===== src/rtl/seg7_capture.sv =====
// Recovers hex nibbles from a multiplexed active-low 7-segment bus.
// The bus is synchronised, must hold steady for STABLE_CYCLES samples, then the selected digit is updated.
module seg7_capture #(
  parameter int DIGITS        = 4,
  parameter int STABLE_CYCLES = 8,
  localparam int IW = (DIGITS > 1) ? $clog2(DIGITS) : 1
) (
  input  logic                clk,
  input  logic                rst_n,
  input  logic [6:0]          seg_n,
  input  logic [DIGITS-1:0]   an_n,
  output logic [4*DIGITS-1:0] hex_out,
  output logic [DIGITS-1:0]   blank,
  output logic [DIGITS-1:0]   err,
  output logic                upd,
  output logic [IW-1:0]       cap_idx
);
  localparam logic [7:0] STB = 8'(STABLE_CYCLES);

  logic [6:0]        seg_m, s_seg, p_seg;
  logic [DIGITS-1:0] an_m, s_an, p_an;
  logic [3:0]        nlow;
  logic [IW-1:0]     sel;
  logic              sel_ok, same, fire;
  logic [7:0]        cnt, cnt_nxt;
  logic              cap_vld;
  logic [6:0]        cap_seg;
  logic [IW-1:0]     cap_sel;
  logic              dec_hit;
  logic [3:0]        dec_val;

  // Idle bus (all lines high) is the reset value of every sampling stage.
  always_ff @(posedge clk or negedge rst_n) begin
    if (!rst_n) begin
      seg_m <= '1; s_seg <= '1; p_seg <= '1;
      an_m  <= '1; s_an  <= '1; p_an  <= '1;
    end else begin
      seg_m <= seg_n; s_seg <= seg_m; p_seg <= s_seg;
      an_m  <= an_n;  s_an  <= an_m;  p_an  <= s_an;
    end
  end

  always_comb begin
    nlow = '0;
    sel  = '0;
    for (int i = 0; i < DIGITS; i++) begin
      if (!s_an[i]) begin
        nlow = nlow + 4'd1;
        sel  = IW'(i);
      end
    end
    sel_ok = (nlow == 4'd1);
    same   = ({s_seg, s_an} == {p_seg, p_an});
    if (!sel_ok)       cnt_nxt = 8'd0;
    else if (!same)    cnt_nxt = 8'd1;
    else if (cnt == STB) cnt_nxt = STB;
    else               cnt_nxt = cnt + 8'd1;
    fire = (cnt_nxt == STB) && (cnt != STB);
  end

  // Capture is staged one cycle so decode and output update stay off the counter path.
  always_ff @(posedge clk or negedge rst_n) begin
    if (!rst_n) begin
      cnt     <= '0;
      cap_vld <= 1'b0;
      cap_seg <= '1;
      cap_sel <= '0;
    end else begin
      cnt     <= cnt_nxt;
      cap_vld <= fire;
      if (fire) begin
        cap_seg <= s_seg;
        cap_sel <= sel;
      end
    end
  end

  always_comb begin
    dec_hit = 1'b1;
    dec_val = 4'h0;
    case (cap_seg)
      7'b1000000: dec_val = 4'h0;
      7'b1111001: dec_val = 4'h1;
      7'b0100100: dec_val = 4'h2;
      7'b0110000: dec_val = 4'h3;
      7'b0011001: dec_val = 4'h4;
      7'b0010010: dec_val = 4'h5;
      7'b0000010: dec_val = 4'h6;
      7'b1011000: dec_val = 4'h7;
      7'b0000000: dec_val = 4'h8;
      7'b0010000: dec_val = 4'h9;
      7'b0001000: dec_val = 4'hA;
      7'b0000011: dec_val = 4'hB;
      7'b1000110: dec_val = 4'hC;
      7'b0100001: dec_val = 4'hD;
      7'b0000110: dec_val = 4'hE;
      7'b0001110: dec_val = 4'hF;
      default:    dec_hit = 1'b0;
    endcase
  end

  always_ff @(posedge clk or negedge rst_n) begin
    if (!rst_n) begin
      hex_out <= '0;
      blank   <= '1;
      err     <= '0;
      upd     <= 1'b0;
      cap_idx <= '0;
    end else begin
      upd <= cap_vld;
      if (cap_vld) cap_idx <= cap_sel;
      for (int d = 0; d < DIGITS; d++) begin
        if (cap_vld && cap_sel == IW'(d)) begin
          if (cap_seg == 7'b1111111) begin
            blank[d] <= 1'b1;
            err[d]   <= 1'b0;
          end else if (dec_hit) begin
            hex_out[4*d +: 4] <= dec_val;
            blank[d]          <= 1'b0;
            err[d]            <= 1'b0;
          end else begin
            err[d] <= 1'b1;
          end
        end
      end
    end
  end
endmodule


===== config.mk =====
export PLATFORM = sky130hd
export DESIGN_NAME = seg7_capture
export DESIGN_NICKNAME = d
export VERILOG_FILES = /design/src/rtl/seg7_capture.sv
export SDC_FILE = /design/constraint.sdc
export NUM_CORES = 1
export LEC_CHECK = 0
export ABC_AREA = 1
export CAP_MARGIN = 10
export CORE_ASPECT_RATIO = 1.25
export CORE_MARGIN = 5
export CORE_UTILIZATION = 25
export CTS_BUF_LIST = sky130_fd_sc_hd__clkbuf_8
export DETAILED_ROUTE_END_ITERATION = 10
export GPL_TIMING_DRIVEN = 0
export SLEW_MARGIN = 20
export SYNTH_ARGS = -nofsm -noshare
export SYNTH_HDL_FRONTEND = slang
export SYNTH_SLANG_ARGS = --single-unit

===== constraint.sdc =====
create_clock -name clk -period 5.9 [get_ports clk]
set_input_delay 0.59 -clock clk [delete_from_list [all_inputs] [get_ports clk]]
set_output_delay 0.59 -clock clk [all_outputs]
set_load 0.05 [all_outputs]

Word level (Yosys, flattened, before mapping)
Index checks and enable logic that the tools add are counted.

Register bits after elaboration: 78. Bits in latches: 0. RAM bits: 0. Memory bits (read-only): 0. Bits of input ports: 13. Output and inout port bits: 27. Memories: 0.

Add/subtract/negate cells: 4. Multiply operators: 0. Divide/modulo/power cells: 0. $lt $le $gt $ge: 0. Eq/ne operators: 24. Shifts and indexed selects: 0. Muxes and demuxes: 16. Bitwise operators: 1. Reduce and logical (&&, ||, !) cells: 17.

Operators with widths (count): 4-bit case mux with 15 select lines (1); 7-bit == test, second input constant (5); 8-bit 2-to-1 mux (3); 7-bit by 5-bit == test with 1-bit output, second input constant (3); 7-bit by 6-bit == test with 1-bit output, second input constant (3); 8-bit by 4-bit == test with 1-bit output, second input constant (2); 16-bit OR reduction (1); 7-bit by 2-bit == test with 1-bit output, second input constant (2); 7-bit by 4-bit == test with 1-bit output, second input constant (2); 4-bit by 1-bit adder with 4-bit output, second input constant (3); 4-bit 2-to-1 mux (3); 3-bit AND reduction (4); 11-bit == test (1); 8-bit by 1-bit adder with 8-bit output, second input constant (1); 8-bit by 4-bit != test with 1-bit output, second input constant (1); 2-bit AND reduction (4); 7-bit by 3-bit == test with 1-bit output, second input constant (1); 7-bit logical NOT (1); 1-bit 2-to-1 mux (7); 1-bit logical AND (5); 2-bit == test, second input constant (2); 4-bit by 1-bit == test with 1-bit output, second input constant (1); 2-bit 2-to-1 mux (2); 2-bit by 1-bit == test with 1-bit output, second input constant (1); 3 further kinds (3).

Longest topological paths before layout
Depth in word-level cells: 11. Depth in mapped cells: 19. Depth with buffers taken out: 19.

Worst setup path before layout
No wires, ideal clock.

Path kind: register to register. Start: register s_an[0]. End: register cap_sel[0]. Library setup time: 0.117 ns. Data arrival time: 2.468 ns. Slack: 3.315 ns. Cell stages (with the launch flop): 17. Clock period less this slack: 2.585 ns. Cell sequence: dfstp_2 inv_1 ha_1 inv_1 nand2_1 nand2_1 inv_1 ha_1 or2_0 a21oi_1 nor2_2 nor2_8 nand4_4 nor2_8 nand2_8 nand2_1 nand2_1.

Word-level cells in the longest chain between the ends: 11.

Ends and longest elaborated chain: start, declared (line 21) `logic [DIGITS-1:0] an_m, s_an, p_an;`; start signal, assigned (line 39) `an_m <= an_n; s_an <= an_m; p_an <= s_an;`; 1-bit 2-to-1 mux (line 47) `if (!s_an[i]) begin`; 4-bit by 1-bit adder with 4-bit output (line 48) `nlow = nlow + 4'd1;`; 4-bit 2-to-1 mux (line 47); 4-bit by 1-bit adder with 4-bit output (line 48); 4-bit 2-to-1 mux (line 47); 4-bit by 1-bit adder with 4-bit output (line 48); 4-bit 2-to-1 mux (line 47); 4-bit by 1-bit == test with 1-bit output (line 52) `sel_ok = (nlow == 4'd1);`; 8-bit 2-to-1 mux (*) (line 54) `if (!sel_ok) cnt_nxt = 8'd0;`; 8-bit by 4-bit == test with 1-bit output (*) (line 58) `fire = (cnt_nxt == STB) && (cnt != STB);`; 1-bit logical AND (*) (line 58); end signal, assigned (line 73) `cap_sel <= sel;`; end, declared (line 28) `logic [IW-1:0] cap_sel;`.

Mark *: on every way between the ends. The rest lies on a longest branch, timed or not. A chain may end at the register's enable or synchronous reset.

Worst setup path after layout
Start: register s_an[0]. End: register cap_sel[1].

The elaborated chain is that of the path after synthesis.

==> flow_metrics.tcl <==
set metrics [dict create \
    seqPwrFrac 0.557 \
    viasPerCell 4.16 \
    final_nets 474 \
    wl_met3_um 310 \
    drc 0 \
    status "completed" \
    postCtsSetupBuffers 0 \
    ios 40 \
    worst-path-buf-inv 3 \
    vdd_ir_drop_max_mv 0.120 \
    antennaDiodeCount 0 \
    ant_nets 0 \
    ff2ff_setup_slack_ns 3.09 \
    clock_power_share 0.385 \
    tritoncts "built" \
    max_cap_violations 0 \
    start_kind "flop" \
    synth_nets 423 \
    rsz0062_at_grt "false" \
    netlist.top_cell.by_area "dfstp_2" \
    seq_area_um2 2010 \
    root_buffer "clkbuf_8" \
    die-area_um2 17000 \
    top_layer "met4" \
    grt_max_degree 47 \
    syn_to_final_growth_pct 23.0 \
    drive_gt1_frac 0.200 \
    synth_seq_cells 78 \
    crit_top_cell "nand2_1" \
    ctsResizeCount 0 \
    synthFlopType "dfstp_2" \
    pwr-share-comb 0.057 \
    power.density_nw_per_um2 228 \
    criticalPathCategory "flop to flop" \
    timing.final.crit_share 0.476 \
    max_stage_delay_ns 0.56 \
    synth.area.top_cells "dfstp_2, dfrtp_1, nand2_1, nand3_1, inv_1" \
    final_max_slew_viol_count 0 \
    num-fill-cells 1510 \
    fmax_ghz 0.356 \
    final_hold_viol_count 0 \
    worstPathCellList "inv_1 -> ha_1 -> inv_1 -> nand2_1 -> nand2_1 -> inv_1 -> ha_1 -> or2_0 -> a21oi_1 -> nor2_2 -> nor2_8 -> nand4_4 -> nor2_8 -> nand2_8 -> nand2_1 -> nand2_1" \
    drt_iter0_drc 154 \
    row_count 49 \
    initial_core_util 0.253 \
    async_reset_ff_frac 1.00 \
    yosysSeqAreaShare 0.556 \
    globalplace.congestion 0.795 \
    syn_area_um2 3610 \
    endpoint_kind "flop" \
    relSlewSlack 0.604 \
    yosys_warnings 0 \
    whs_ns 0.183 \
    p_leak_nw 2.16 \
    drt-pass1-iter-count 4 \
    totalWireLength_um 6770 \
    cp.arrival_ns 3.05 \
    wl_met2_um 3250 \
    cts.clk_slew.worst_paths_ns 0.09 \
    p_int_mw 0.747 \
    skew_ns 0.00852 \
    grt_overflow_total 0 \
    synth.distinct_cells 31 \
    chipWidth_um 118 \
    min_path_type "primary input to asynchronous set/reset pin" \
    numCtsBuffers 9 \
    vias 2657 \
    ctsHoldBuffers 0 \
    synth_edf_count 0 \
    cts_sinks 78 \
    hpwl_um 5090 \
    multi_input_area_um2 1360 \
    coreArea_um2 14300 \
    final_common_cell "nand2_1" \
    clock_path_buffers 2 \
    period_needed_ns 2.81 \
    tightest_slew_ns 0.592 \
    setup_tns_ns 0 \
    clk_latency_ns 0.35 \
    grt_util_all_layers 0.0835 \
    cp_top_family "simple AND/OR/NAND/NOR gates" \
    postSynthAreaPerCell_um2 8.92 \
    cp_max_fo 10 \
    setup_violations 0 \
    htree_levels 3 \
    die_height_um 144 \
    cp_slowest_cell "dfstp_2" \
    synth_cells 405 \
    grt_pass1_vias 2610 \
    crit_required_ns 6.14 \
    switching_share 0.263 \
    final_cell_mix "nand2_1, inv_1, dfstp_2, nand3_1, clkdlybuf4s50_1" \
    synth_top_area_share 0.320 \
    grt_pass1_wl_um 11900 \
    port_buffers 39 \
    met1_length_um 3160 \
    detail_route.wl_per_cell_um 10.6 \
    antenna_found_initial 0 \
    p_switching_mw 0.267 \
]
power groups by stage:
stage	Combinational, mW	Sequential (mW)	Clock [mW]
floorplan	0.0334	0.572	0
global placement	0.0554	0.574	0
detailed placement	0.0595	0.575	0
CTS	0.0596	0.565	0.411
global route	0.0666	0.567	0.430
finish	0.0580	0.565	0.391
stage by stage:
| stage | setup slack (ns) | std cells | util | cell area, um^2 | power [mW] |
|---|---|---|---|---|---|
| 6_report | 3.09 | 639 | 0.311 | 4440 | 1.01 |
| 5_1_grt | 2.91 | 639 | 0.311 | 4440 | 1.06 |
| 4_1_cts | 3.07 | 639 | 0.311 | 4440 | 1.04 |
| 3_5_place_dp | 3.10 | 623 | 0.298 | 4250 | 0.634 |
| 3_3_place_gp | 1.67 | 622 | 0.296 | 4230 | 0.629 |
| 2_1_floorplan | 3.32 | 405 | - | 3610 | 0.606 |
synthesized netlist by cell type, drive strengths merged (2+ instances only):
cell and number:
nand2 131, inv 58, dfstp 44, nand3 44
nor2 37, dfrtp 34, nand4 11, o21ai 9
a21oi 8, nor3 7, ha 5, buf 4
o21a 3, xnor2 3, xor2 3, or2 2
registers in the layout, indices dropped and copies added (netlist names):
name	count
hex_out	16
cnt	8
cap_seg	7
p_seg	7
s_seg	7
seg_m	7
an_m	4
blank	4
err	4
p_an	4
s_an	4
cap_idx	2
cap_sel	2
cap_vld	1
upd	1
cells by family (layout without fill, tap and decap cells):
group           after synthesis  after routing  synth area share
buf+inv                      62            118            0.0675
fa+ha+maj                     5              5            0.0173
compound gates               21             21            0.0319
flops                        78             78             0.556
xor+xnor                      6              6            0.0146
simple gates                233            233             0.313
layout make-up:
type | instances | share of cell area
tap | 178 | 0.0501
multi-input combinational | 265 | 0.306
clock inverter | 7 | 0.0155
timing repair buffer | 40 | 0.0935
buffer | 4 | 0.00591
sequential | 78 | 0.452
clock buffer | 9 | 0.0279
inverter | 58 | 0.0490
per-layer routing:
metal	vias to the layer above	global-route usage
met1	1229	0.100
met5	-	0
met2	49	0.144
li1	1374	-
met3	5	0.0301
met4	0	0.0193
final timing paths:
| kind | start | end | depth (start not counted) |
|---|---|---|---|
| max | s_an[0] | cap_sel[1] | 16 |
| min | rst_n | cnt[1] | 1 |
| max reg2reg | s_an[0] | cap_sel[1] | 16 |
| min reg2reg | seg_m[4] | s_seg[4] | 0 |
| max in group asynchronous | rst_n | blank[3] | 2 |
| min in group clk | seg_m[4] | s_seg[4] | 0 |
Power figures use the tool's default switching activity.
